## src/rtl/vec_seq_pkg.sv

```systemverilog
// vec_seq_pkg -- shared definitions for the vector lane sequencer.
//   * op_type one-hot codes (VV / VX / VI)
//   * sequencer state encoding (IDLE / RUN / FIN)
//   * vlmax()        : elements per register for a given vsew
//   * sew_mask()     : low-SEW-bit mask, 64 bits wide
//   * sext_sew()     : 32-bit signed scalar sign-extended, then cut to SEW
//   * elem_bit_off() : bit offset of element idx inside a register
package vec_seq_pkg;

  localparam logic [2:0] OP_VV = 3'b001;
  localparam logic [2:0] OP_VX = 3'b010;
  localparam logic [2:0] OP_VI = 3'b100;

  typedef enum logic [1:0] {
    ST_IDLE = 2'd0,
    ST_RUN  = 2'd1,
    ST_FIN  = 2'd2
  } seq_state_e;

  // Illegal vsew codes report zero elements so the instruction retires empty.
  function automatic int unsigned vlmax(input int unsigned vlen, input logic [2:0] vsew);
    int unsigned r;
    case (vsew)
      3'd0:    r = vlen >> 32'd3;
      3'd1:    r = vlen >> 32'd4;
      3'd2:    r = vlen >> 32'd5;
      3'd3:    r = vlen >> 32'd6;
      default: r = 32'd0;
    endcase
    return r;
  endfunction

  function automatic logic [63:0] sew_mask(input logic [2:0] vsew);
    logic [63:0] m;
    case (vsew)
      3'd0:    m = 64'h0000_0000_0000_00FF;
      3'd1:    m = 64'h0000_0000_0000_FFFF;
      3'd2:    m = 64'h0000_0000_FFFF_FFFF;
      3'd3:    m = 64'hFFFF_FFFF_FFFF_FFFF;
      default: m = 64'h0000_0000_0000_0000;
    endcase
    return m;
  endfunction

  // Sign-extend a 32-bit scalar to 64 bits, then keep only SEW bits so that
  // everything above SEW reads as zero on the lane bus.
  function automatic logic [63:0] sext_sew(input logic [31:0] value, input logic [2:0] vsew);
    logic [63:0] ext;
    ext = {{32{value[31]}}, value};
    return ext & sew_mask(vsew);
  endfunction

  function automatic int unsigned elem_bit_off(input int unsigned idx, input logic [2:0] vsew);
    int unsigned off;
    case (vsew)
      3'd0:    off = idx << 32'd3;
      3'd1:    off = idx << 32'd4;
      3'd2:    off = idx << 32'd5;
      3'd3:    off = idx << 32'd6;
      default: off = 32'd0;
    endcase
    return off;
  endfunction

endpackage

```

## src/rtl/vec_lane_sequencer_if.sv

```systemverilog
// vec_lane_sequencer_if -- beat bus between the sequencer and the lane ALUs.
//   lane_valid : per-lane element active this beat       (sequencer -> lanes)
//   lane_a     : vs2 elements, zero-extended from SEW      (sequencer -> lanes)
//   lane_b     : vs1 element / rs1 / imm5 per op_type      (sequencer -> lanes)
//   lane_ready : lanes accept the current beat             (lanes -> sequencer)
//   lane_res   : lane results, low SEW bits meaningful     (lanes -> sequencer)
interface vec_lane_sequencer_if #(
  parameter int LANES = 4,
  parameter int ELEN  = 64
);
  logic [LANES-1:0]      lane_valid;
  logic [LANES*ELEN-1:0] lane_a;
  logic [LANES*ELEN-1:0] lane_b;
  logic                  lane_ready;
  logic [LANES*ELEN-1:0] lane_res;

  modport master (
    output lane_valid, lane_a, lane_b,
    input  lane_ready, lane_res
  );

  modport slave (
    input  lane_valid, lane_a, lane_b,
    output lane_ready, lane_res
  );
endinterface

```

## src/rtl/vec_elem_select.sv

```systemverilog
// vec_elem_select -- combinational element extractor.
//   vec  : VLEN-bit vector register
//   idx  : element index (may point past the register; result is then 0)
//   vsew : element width code, SEW = 8 << vsew
//   elem : element idx, zero-extended from SEW to ELEN
module vec_elem_select
  import vec_seq_pkg::*;
#(
  parameter int VLEN = 128,
  parameter int ELEN = 64,
  parameter int IDXW = 6
) (
  input  logic [VLEN-1:0] vec,
  input  logic [IDXW-1:0] idx,
  input  logic [2:0]      vsew,
  output logic [ELEN-1:0] elem
);

  logic [31:0]     bit_off_s;
  logic [VLEN-1:0] shifted_s;

  // Shift the wanted element down to bit 0 and trim to SEW.
  always_comb begin
    bit_off_s = elem_bit_off(32'(idx), vsew);
    shifted_s = vec >> bit_off_s;
    elem      = ELEN'(shifted_s) & ELEN'(sew_mask(vsew));
  end

endmodule

```

## src/rtl/vec_lane_sequencer.sv

```systemverilog
// vec_lane_sequencer -- sequences one vector instruction across LANES lanes.
// Ports:
//   clk, resetn          : clock, synchronous active-low reset
//   start                : launch (sampled only in IDLE)
//   vsew, op_type, vl    : element width code, one-hot op kind, element count
//   vs1, vs2, vd_old     : source registers and undisturbed destination
//   rs1, imm5            : scalar operands for VX / VI
//   vm, v0               : mask controls (only with VEC_SEQ_MASK_EN)
//   lane                 : beat bus to the lane ALUs (master side)
//   busy, done, vd       : in-progress flag, completion pulse, result register
// Optional build macro VEC_SEQ_MASK_EN adds vm/v0 masking (mask-undisturbed).
module vec_lane_sequencer
  import vec_seq_pkg::*;
#(
  parameter  int VLEN  = 128,
  parameter  int LANES = 4,
  parameter  int ELEN  = 64,
  localparam int VLW   = $clog2(VLEN/8) + 1
) (
  input  logic                clk,
  input  logic                resetn,
  input  logic                start,
  input  logic [2:0]          vsew,
  input  logic [2:0]          op_type,
  input  logic [VLW-1:0]      vl,
  input  logic [VLEN-1:0]     vs1,
  input  logic [VLEN-1:0]     vs2,
  input  logic [VLEN-1:0]     vd_old,
  input  logic [31:0]         rs1,
  input  logic [4:0]          imm5,
`ifdef VEC_SEQ_MASK_EN
  input  logic                vm,
  input  logic [VLEN/8-1:0]   v0,
`endif
  vec_lane_sequencer_if.master lane,
  output logic                busy,
  output logic                done,
  output logic [VLEN-1:0]     vd
);

  // One extra bit so base+LANES past the last element never wraps.
  localparam int IDXW = VLW + 1;

  seq_state_e       state_q, state_d;
  logic [2:0]       vsew_q, vsew_d;
  logic [2:0]       op_q, op_d;
  logic [VLEN-1:0]  vs1_q, vs1_d;
  logic [VLEN-1:0]  vs2_q, vs2_d;
  logic [VLEN-1:0]  vd_q, vd_d;
  logic [31:0]      rs1_q, rs1_d;
  logic [4:0]       imm5_q, imm5_d;
  logic [IDXW-1:0]  vl_eff_q, vl_eff_d;
  logic [IDXW-1:0]  base_q, base_d;
`ifdef VEC_SEQ_MASK_EN
  logic             vm_q, vm_d;
  logic [VLEN/8-1:0] v0_q, v0_d;
`endif

  logic [IDXW-1:0]       vlmax_s;
  logic [IDXW-1:0]       vl_in_s;
  logic [IDXW-1:0]       vl_start_s;
  logic [IDXW-1:0]       elem_idx_s [LANES];
  logic [ELEN-1:0]       elem_a_s   [LANES];
  logic [ELEN-1:0]       elem_b_s   [LANES];
  logic [LANES-1:0]      lane_valid_s;
  logic [LANES*ELEN-1:0] lane_a_s;
  logic [LANES*ELEN-1:0] lane_b_s;
  logic [ELEN-1:0]       scalar_b_s;
  logic [VLEN-1:0]       sew_vmask_s;

  // Effective element count at launch: vl clamped to VLMAX (0 for bad vsew).
  always_comb begin
    vlmax_s = IDXW'(vlmax(VLEN, vsew));
    vl_in_s = IDXW'(vl);
    if (vl_in_s < vlmax_s) begin
      vl_start_s = vl_in_s;
    end else begin
      vl_start_s = vlmax_s;
    end
  end

  // Element index carried by each lane in the current beat.
  always_comb begin
    for (int i = 0; i < LANES; i++) begin
      elem_idx_s[i] = base_q + IDXW'(i);
    end
  end

  for (genvar g = 0; g < LANES; g++) begin : g_sel
    vec_elem_select #(.VLEN(VLEN), .ELEN(ELEN), .IDXW(IDXW)) u_sel_a (
      .vec  (vs2_q),
      .idx  (elem_idx_s[g]),
      .vsew (vsew_q),
      .elem (elem_a_s[g])
    );
    vec_elem_select #(.VLEN(VLEN), .ELEN(ELEN), .IDXW(IDXW)) u_sel_b (
      .vec  (vs1_q),
      .idx  (elem_idx_s[g]),
      .vsew (vsew_q),
      .elem (elem_b_s[g])
    );
  end

  // Per-lane activity: body element, and (optionally) not masked off.
  always_comb begin
    lane_valid_s = '0;
    for (int i = 0; i < LANES; i++) begin
      if ((state_q == ST_RUN) && (elem_idx_s[i] < vl_eff_q)) begin
`ifdef VEC_SEQ_MASK_EN
        lane_valid_s[i] = vm_q |
          (((v0_q >> elem_idx_s[i]) & {{(VLEN/8-1){1'b0}}, 1'b1}) != '0);
`else
        lane_valid_s[i] = 1'b1;
`endif
      end else begin
        lane_valid_s[i] = 1'b0;
      end
    end
  end

  // Scalar second operand shared by every lane for VX / VI.
  always_comb begin
    case (op_q)
      OP_VX:   scalar_b_s = ELEN'(sext_sew(rs1_q, vsew_q));
      OP_VI:   scalar_b_s = ELEN'(sext_sew({{27{imm5_q[4]}}, imm5_q}, vsew_q));
      default: scalar_b_s = '0;
    endcase
  end

  // Lane operand buses; inactive lanes are driven to zero.
  always_comb begin
    lane_a_s = '0;
    lane_b_s = '0;
    for (int i = 0; i < LANES; i++) begin
      if (lane_valid_s[i]) begin
        lane_a_s[i*ELEN +: ELEN] = elem_a_s[i];
        if (op_q == OP_VV) begin
          lane_b_s[i*ELEN +: ELEN] = elem_b_s[i];
        end else begin
          lane_b_s[i*ELEN +: ELEN] = scalar_b_s;
        end
      end else begin
        lane_a_s[i*ELEN +: ELEN] = '0;
        lane_b_s[i*ELEN +: ELEN] = '0;
      end
    end
  end

  assign lane.lane_valid = lane_valid_s;
  assign lane.lane_a     = lane_a_s;
  assign lane.lane_b     = lane_b_s;

  // Next-state, operand latching and write-back of accepted beats.
  always_comb begin
    state_d  = state_q;
    vsew_d   = vsew_q;
    op_d     = op_q;
    vs1_d    = vs1_q;
    vs2_d    = vs2_q;
    vd_d     = vd_q;
    rs1_d    = rs1_q;
    imm5_d   = imm5_q;
    vl_eff_d = vl_eff_q;
    base_d   = base_q;
`ifdef VEC_SEQ_MASK_EN
    vm_d     = vm_q;
    v0_d     = v0_q;
`endif
    sew_vmask_s = VLEN'(sew_mask(vsew_q));

    case (state_q)
      ST_IDLE: begin
        if (start) begin
          vsew_d   = vsew;
          op_d     = op_type;
          vs1_d    = vs1;
          vs2_d    = vs2;
          rs1_d    = rs1;
          imm5_d   = imm5;
          vl_eff_d = vl_start_s;
          vd_d     = vd_old;
          base_d   = '0;
`ifdef VEC_SEQ_MASK_EN
          vm_d     = vm;
          v0_d     = v0;
`endif
          if (vl_start_s == '0) begin
            state_d = ST_FIN;
          end else begin
            state_d = ST_RUN;
          end
        end else begin
          state_d = ST_IDLE;
        end
      end

      ST_RUN: begin
        if (lane.lane_ready) begin
          // Merge each active lane's SEW-bit result into its element slot.
          for (int i = 0; i < LANES; i++) begin
            if (lane_valid_s[i]) begin
              vd_d = (vd_d & ~(sew_vmask_s << elem_bit_off(32'(elem_idx_s[i]), vsew_q)))
                   | ((VLEN'(lane.lane_res[i*ELEN +: ELEN]) & sew_vmask_s)
                      << elem_bit_off(32'(elem_idx_s[i]), vsew_q));
            end else begin
              vd_d = vd_d;
            end
          end
          base_d = base_q + IDXW'(LANES);
          if ((base_q + IDXW'(LANES)) >= vl_eff_q) begin
            state_d = ST_FIN;
          end else begin
            state_d = ST_RUN;
          end
        end else begin
          state_d = ST_RUN;
        end
      end

      ST_FIN: begin
        state_d = ST_IDLE;
      end

      default: begin
        state_d = ST_IDLE;
      end
    endcase
  end

  // State and operand registers; reset aborts any instruction in flight.
  always_ff @(posedge clk) begin
    if (!resetn) begin
      state_q  <= ST_IDLE;
      vsew_q   <= 3'd0;
      op_q     <= 3'd0;
      vs1_q    <= '0;
      vs2_q    <= '0;
      vd_q     <= '0;
      rs1_q    <= 32'd0;
      imm5_q   <= 5'd0;
      vl_eff_q <= '0;
      base_q   <= '0;
`ifdef VEC_SEQ_MASK_EN
      vm_q     <= 1'b0;
      v0_q     <= '0;
`endif
    end else begin
      state_q  <= state_d;
      vsew_q   <= vsew_d;
      op_q     <= op_d;
      vs1_q    <= vs1_d;
      vs2_q    <= vs2_d;
      vd_q     <= vd_d;
      rs1_q    <= rs1_d;
      imm5_q   <= imm5_d;
      vl_eff_q <= vl_eff_d;
      base_q   <= base_d;
`ifdef VEC_SEQ_MASK_EN
      vm_q     <= vm_d;
      v0_q     <= v0_d;
`endif
    end
  end

  assign busy = (state_q != ST_IDLE);
  assign done = (state_q == ST_FIN);
  assign vd   = vd_q;

endmodule

```

## src/flat_wrapper.sv

```systemverilog
// flat-port wrapper written by rule: the top's interface ports become plain ports
module vec_lane_sequencer_flat import vec_seq_pkg::*;
#(
  parameter  int VLEN  = 128,
  parameter  int LANES = 4,
  parameter  int ELEN  = 64,
  localparam int VLW   = $clog2(VLEN/8) + 1
)
  (clk, resetn, start, vsew, op_type, vl, vs1, vs2, vd_old, rs1, imm5, busy, done, vd, lane_lane_valid, lane_lane_a, lane_lane_b, lane_lane_ready, lane_lane_res);
  vec_lane_sequencer_if #(.LANES(LANES), .ELEN(ELEN)) lane_i ();
  input  logic clk;
  input  logic resetn;
  input  logic start;
  input  logic [2:0] vsew;
  input  logic [2:0] op_type;
  input  logic [VLW-1:0] vl;
  input  logic [VLEN-1:0] vs1;
  input  logic [VLEN-1:0] vs2;
  input  logic [VLEN-1:0] vd_old;
  input  logic [31:0] rs1;
  input  logic [4:0] imm5;
  output logic busy;
  output logic done;
  output logic [VLEN-1:0] vd;
  output wire logic [$bits(lane_i.lane_valid)-1:0] lane_lane_valid;
  output wire logic [$bits(lane_i.lane_a)-1:0] lane_lane_a;
  output wire logic [$bits(lane_i.lane_b)-1:0] lane_lane_b;
  input wire logic [$bits(lane_i.lane_ready)-1:0] lane_lane_ready;
  input wire logic [$bits(lane_i.lane_res)-1:0] lane_lane_res;
  assign lane_lane_valid = lane_i.lane_valid;
  assign lane_lane_a = lane_i.lane_a;
  assign lane_lane_b = lane_i.lane_b;
  assign lane_i.lane_ready = lane_lane_ready;
  assign lane_i.lane_res = lane_lane_res;
  vec_lane_sequencer #(.VLEN(VLEN), .LANES(LANES), .ELEN(ELEN)) u_core (.clk(clk), .resetn(resetn), .start(start), .vsew(vsew), .op_type(op_type), .vl(vl), .vs1(vs1), .vs2(vs2), .vd_old(vd_old), .rs1(rs1), .imm5(imm5), .lane(lane_i), .busy(busy), .done(done), .vd(vd));
endmodule
```

## config.mk

```make
export PLATFORM = sky130hd
export DESIGN_NAME = vec_lane_sequencer_flat
export DESIGN_NICKNAME = d
export VERILOG_FILES = /design/src/rtl/vec_seq_pkg.sv /design/src/rtl/vec_lane_sequencer_if.sv /design/src/rtl/vec_elem_select.sv /design/src/rtl/vec_lane_sequencer.sv /design/src/flat_wrapper.sv
export SDC_FILE = /design/constraint.sdc
export NUM_CORES = 2
export LEC_CHECK = 0
export BUFFER_PORTS_ARGS = -buffer_cell sky130_fd_sc_hd__clkbuf_2
export CELL_PAD_IN_SITES_DETAIL_PLACEMENT = 1
export CELL_PAD_IN_SITES_GLOBAL_PLACEMENT = 1
export CORE_AREA = 4 4 517 519
export DETAILED_ROUTE_END_ITERATION = 12
export DIE_AREA = 0 0 521 523
export PLACE_DENSITY_LB_ADDON = 0.1
export SLEW_MARGIN = 0
export SYNTH_ARGS = -nofsm -noshare
export SYNTH_HDL_FRONTEND = slang
export SYNTH_SLANG_ARGS = --single-unit
```

## constraint.sdc

```tcl
create_clock -name clk -period 5.97 [get_ports clk]
set_input_delay 0 -clock clk [delete_from_list [all_inputs] [get_ports clk]]
set_output_delay 0 -clock clk [all_outputs]
set_load 0.05 [all_outputs]
```

==> results.toml <==
[outcome]
status = "finished, final reports clean"

[synth]
synth_common_cells = "1,467 x nand2_1, 504 x a21oi_1, 448 x clkbuf_1"
synth-edff-count = 0
syn_inst = 6227
yosys.area.top_type = "dfxtp_1"
post-synth-top-count-cell = "nand2_1"
synth-main-ff-cell = "dfxtp_1"
ys_top_cells_by_area = "dfxtp_1 21%, nand2_1 13%, mux2i_1 6.5%, a21oi_1 6.0%, a21boi_0 5.5%"
yosysUniqueCellTypes = 98
async_flop_share_pct = 0
synth_top_area_share_pct = 20.9
synth_seq_area_share_pct = 20.9
netlist_area_um2 = 42000
yosysWarnings = 0
synth.avg_cell_area_um2 = 6.74
synth-seq-cells = 438

[grt]
grt_pass1_wl_um = 583000
antenna_found_initial = 65
grt_max_degree = 152
grt_pass1_vias = 61000
overflow = 0
grt_usage_pct = 31.2

[layout]
area.growth.synth_to_final_pct = 49.7
fin_cells = 11400
ff_latch_area_um2 = 8780
utilization_pct = 24.0
drive_gt1_share_pct = 24.0
fin_nets = 8499
multi_input_area_um2 = 30400
n_fill_cell = 31900

[routing]
avgViaCountPerCell = 5.31
wl_um = 448000
dr.pass1.iters = 6
drt-initial-drc-count = 5891
ant_nets = 0
drcViolationCount = 0
post_drt_wl_per_cell_um = 39.2
vias = 60500

[placement]
portBuffers = 1265
post-place-cells = 10600
finalWeightedCongestion = 0.944
dp_hpwl_um = 346000

[power_and_ir_drop]
p_leak_nw = 25.4
power_density_nw_per_um2 = 264
ir_worst_vdd_v = 0.000216
power.total_mw = 16.6

[timing]
hold-worst-slack_ns = 0.0697
skew_ns = 0.0628
period_share_pct = 94.7
max_freq_mhz = 177
slew_headroom_pct = 12.4
setup_viol_count_final = 0
fin_setup_tns_ns = 0
rsz0062_at_grt = "no"
hold_violations = 0
min_period_ns = 5.65
tightest_slew_ns = 1.31
maxSlewViolCount = 0

[worst_setup_path]
start_kind = "flop"
crit_family = "simple AND/OR/NAND/NOR gates"
cp_data_required_time_ns = 5.97
end_kind = "output pin"
critPathSlowestCell = "nor3_2"
crit_chain = "inv_1 -> ha_1 -> nor4b_1 -> o21ai_0 -> nand2_2 -> nor3_2 -> nand2_1 -> a2111oi_0 -> buf_4 -> clkbuf_2"
slowest_delay_ns = 0.82
worst-setup-path-type = "reg -> out"
path_max_fanout = 17
cp.arrival_ns = 5.65
worst-path-buf-inv = 3

[floorplan]
dieArea_um2 = 272000
die_w_um = 521
core_area_um2 = 262000
die_h_um = 523
rows = 188
initial_utilization_pct = 16.0
ios = 1338

[clock_network]
cts_setup_buffers = 0
postCtsResizedCells = 0
cts_root_buf = "clkbuf_16"
cts_tree = "built"
clk_pin_slew_ns = 0.06
cts_sinks = 438
h-tree-depth = 3
cts_inserted_buffers = 71
cts_hold_buf = 627
cts_buffer_depth = 3
clk_latency_ns = 0.74

[worst_hold_path]
hold_path_class = "in -> reg"

[flow_run]
drv_cap = 0
## power breakdown
part           internal (mW)  switching, mW
registers               3.29          0.793
clock network           2.63           1.92
logic                   2.40           5.55
## layout make-up
cell class	count	share of cell area [%]
multi-input combinational	5076	48.4
timing repair buffer	2161	26.3
sequential	438	14.0
tap	3515	7.00
clock buffer	99	3.25
clock inverter	29	0.569
inverter	45	0.269
antenna	43	0.171
## metrics by stage
step                      instance area (um2)  setup WS [ns]
after global placement                  54100           1.35
after detailed placement                54100           1.20
after global routing                    62800         0.0120
after floorplan                         42200           1.05
final                                   62900          0.316
after CTS                               62700          0.355
## logic make-up (layout without fill, tap and decap cells)
kind of cell	count (synthesis)	count (layout)	synth area share, %
simple gates	2509	2509	25.7
flops	438	438	20.9
mux	374	374	10.5
other cells	1	107	0.00893
fa+ha+maj	14	14	0.417
buf+inv	776	2334	8.10
compound gates	2112	2112	34.3
xor+xnor	3	3	0.0626
## registers in the layout (all words and copies together) (netlist names)
signal,cells
u_core.base_q,4
u_core.imm5_q,5
u_core.op_q,3
u_core.rs1_q,32
u_core.state_q,2
u_core.vd,128
u_core.vl_eff_q,5
u_core.vs1_q,128
u_core.vs2_q,128
u_core.vsew_q,3
## per-layer routing
metal | up-vias | share of wire (%) | global-route usage, %
li1 | 25700 | - | -
met1 | 31000 | 40 | 37.6
met2 | 3120 | 47 | 52.3
met3 | 704 | 6.8 | 5.95
met4 | 24 | 6.4 | 16.7
met5 | - | 0.027 | 0
## path summary, 6_finish.rpt
kind / from / endpoint / slack, ns / depth (start not counted)
worst max-delay path: u_core.base_q[2] / lane_lane_a[29] / 0.32 / 10
worst min-delay path: vs2[38] / u_core.vs2_q[38] / 0.07 / 4
worst max register to register: u_core.vsew_q[1] / u_core.vd[53] / 0.50 / 12
worst min register to register: u_core.rs1_q[4] / u_core.rs1_q[4] / 0.47 / 2
## tightest hold or removal path, cell delays in order
cell and delay [ns]:
dlygate4sd3_1 0.53, clkbuf_2 0.10, nand2_1 0.05, a21boi_0 0.06
## placed cells by master (no fill, tap or decap), types with 107 or more instances in the layout
cell              n
mux2i_1         271
buf_12          130
a21boi_0        309
buf_4           253
a31oi_1         107
nor2_1          408
nand3_1         187
dlygate4sd3_1   627
nor3_1          136
o21ai_0         266
a21oi_1         502
nand2_1        1462
dfxtp_1         433
clkbuf_2       1150
o211ai_1        113
(Power assumes the default switching activity.)
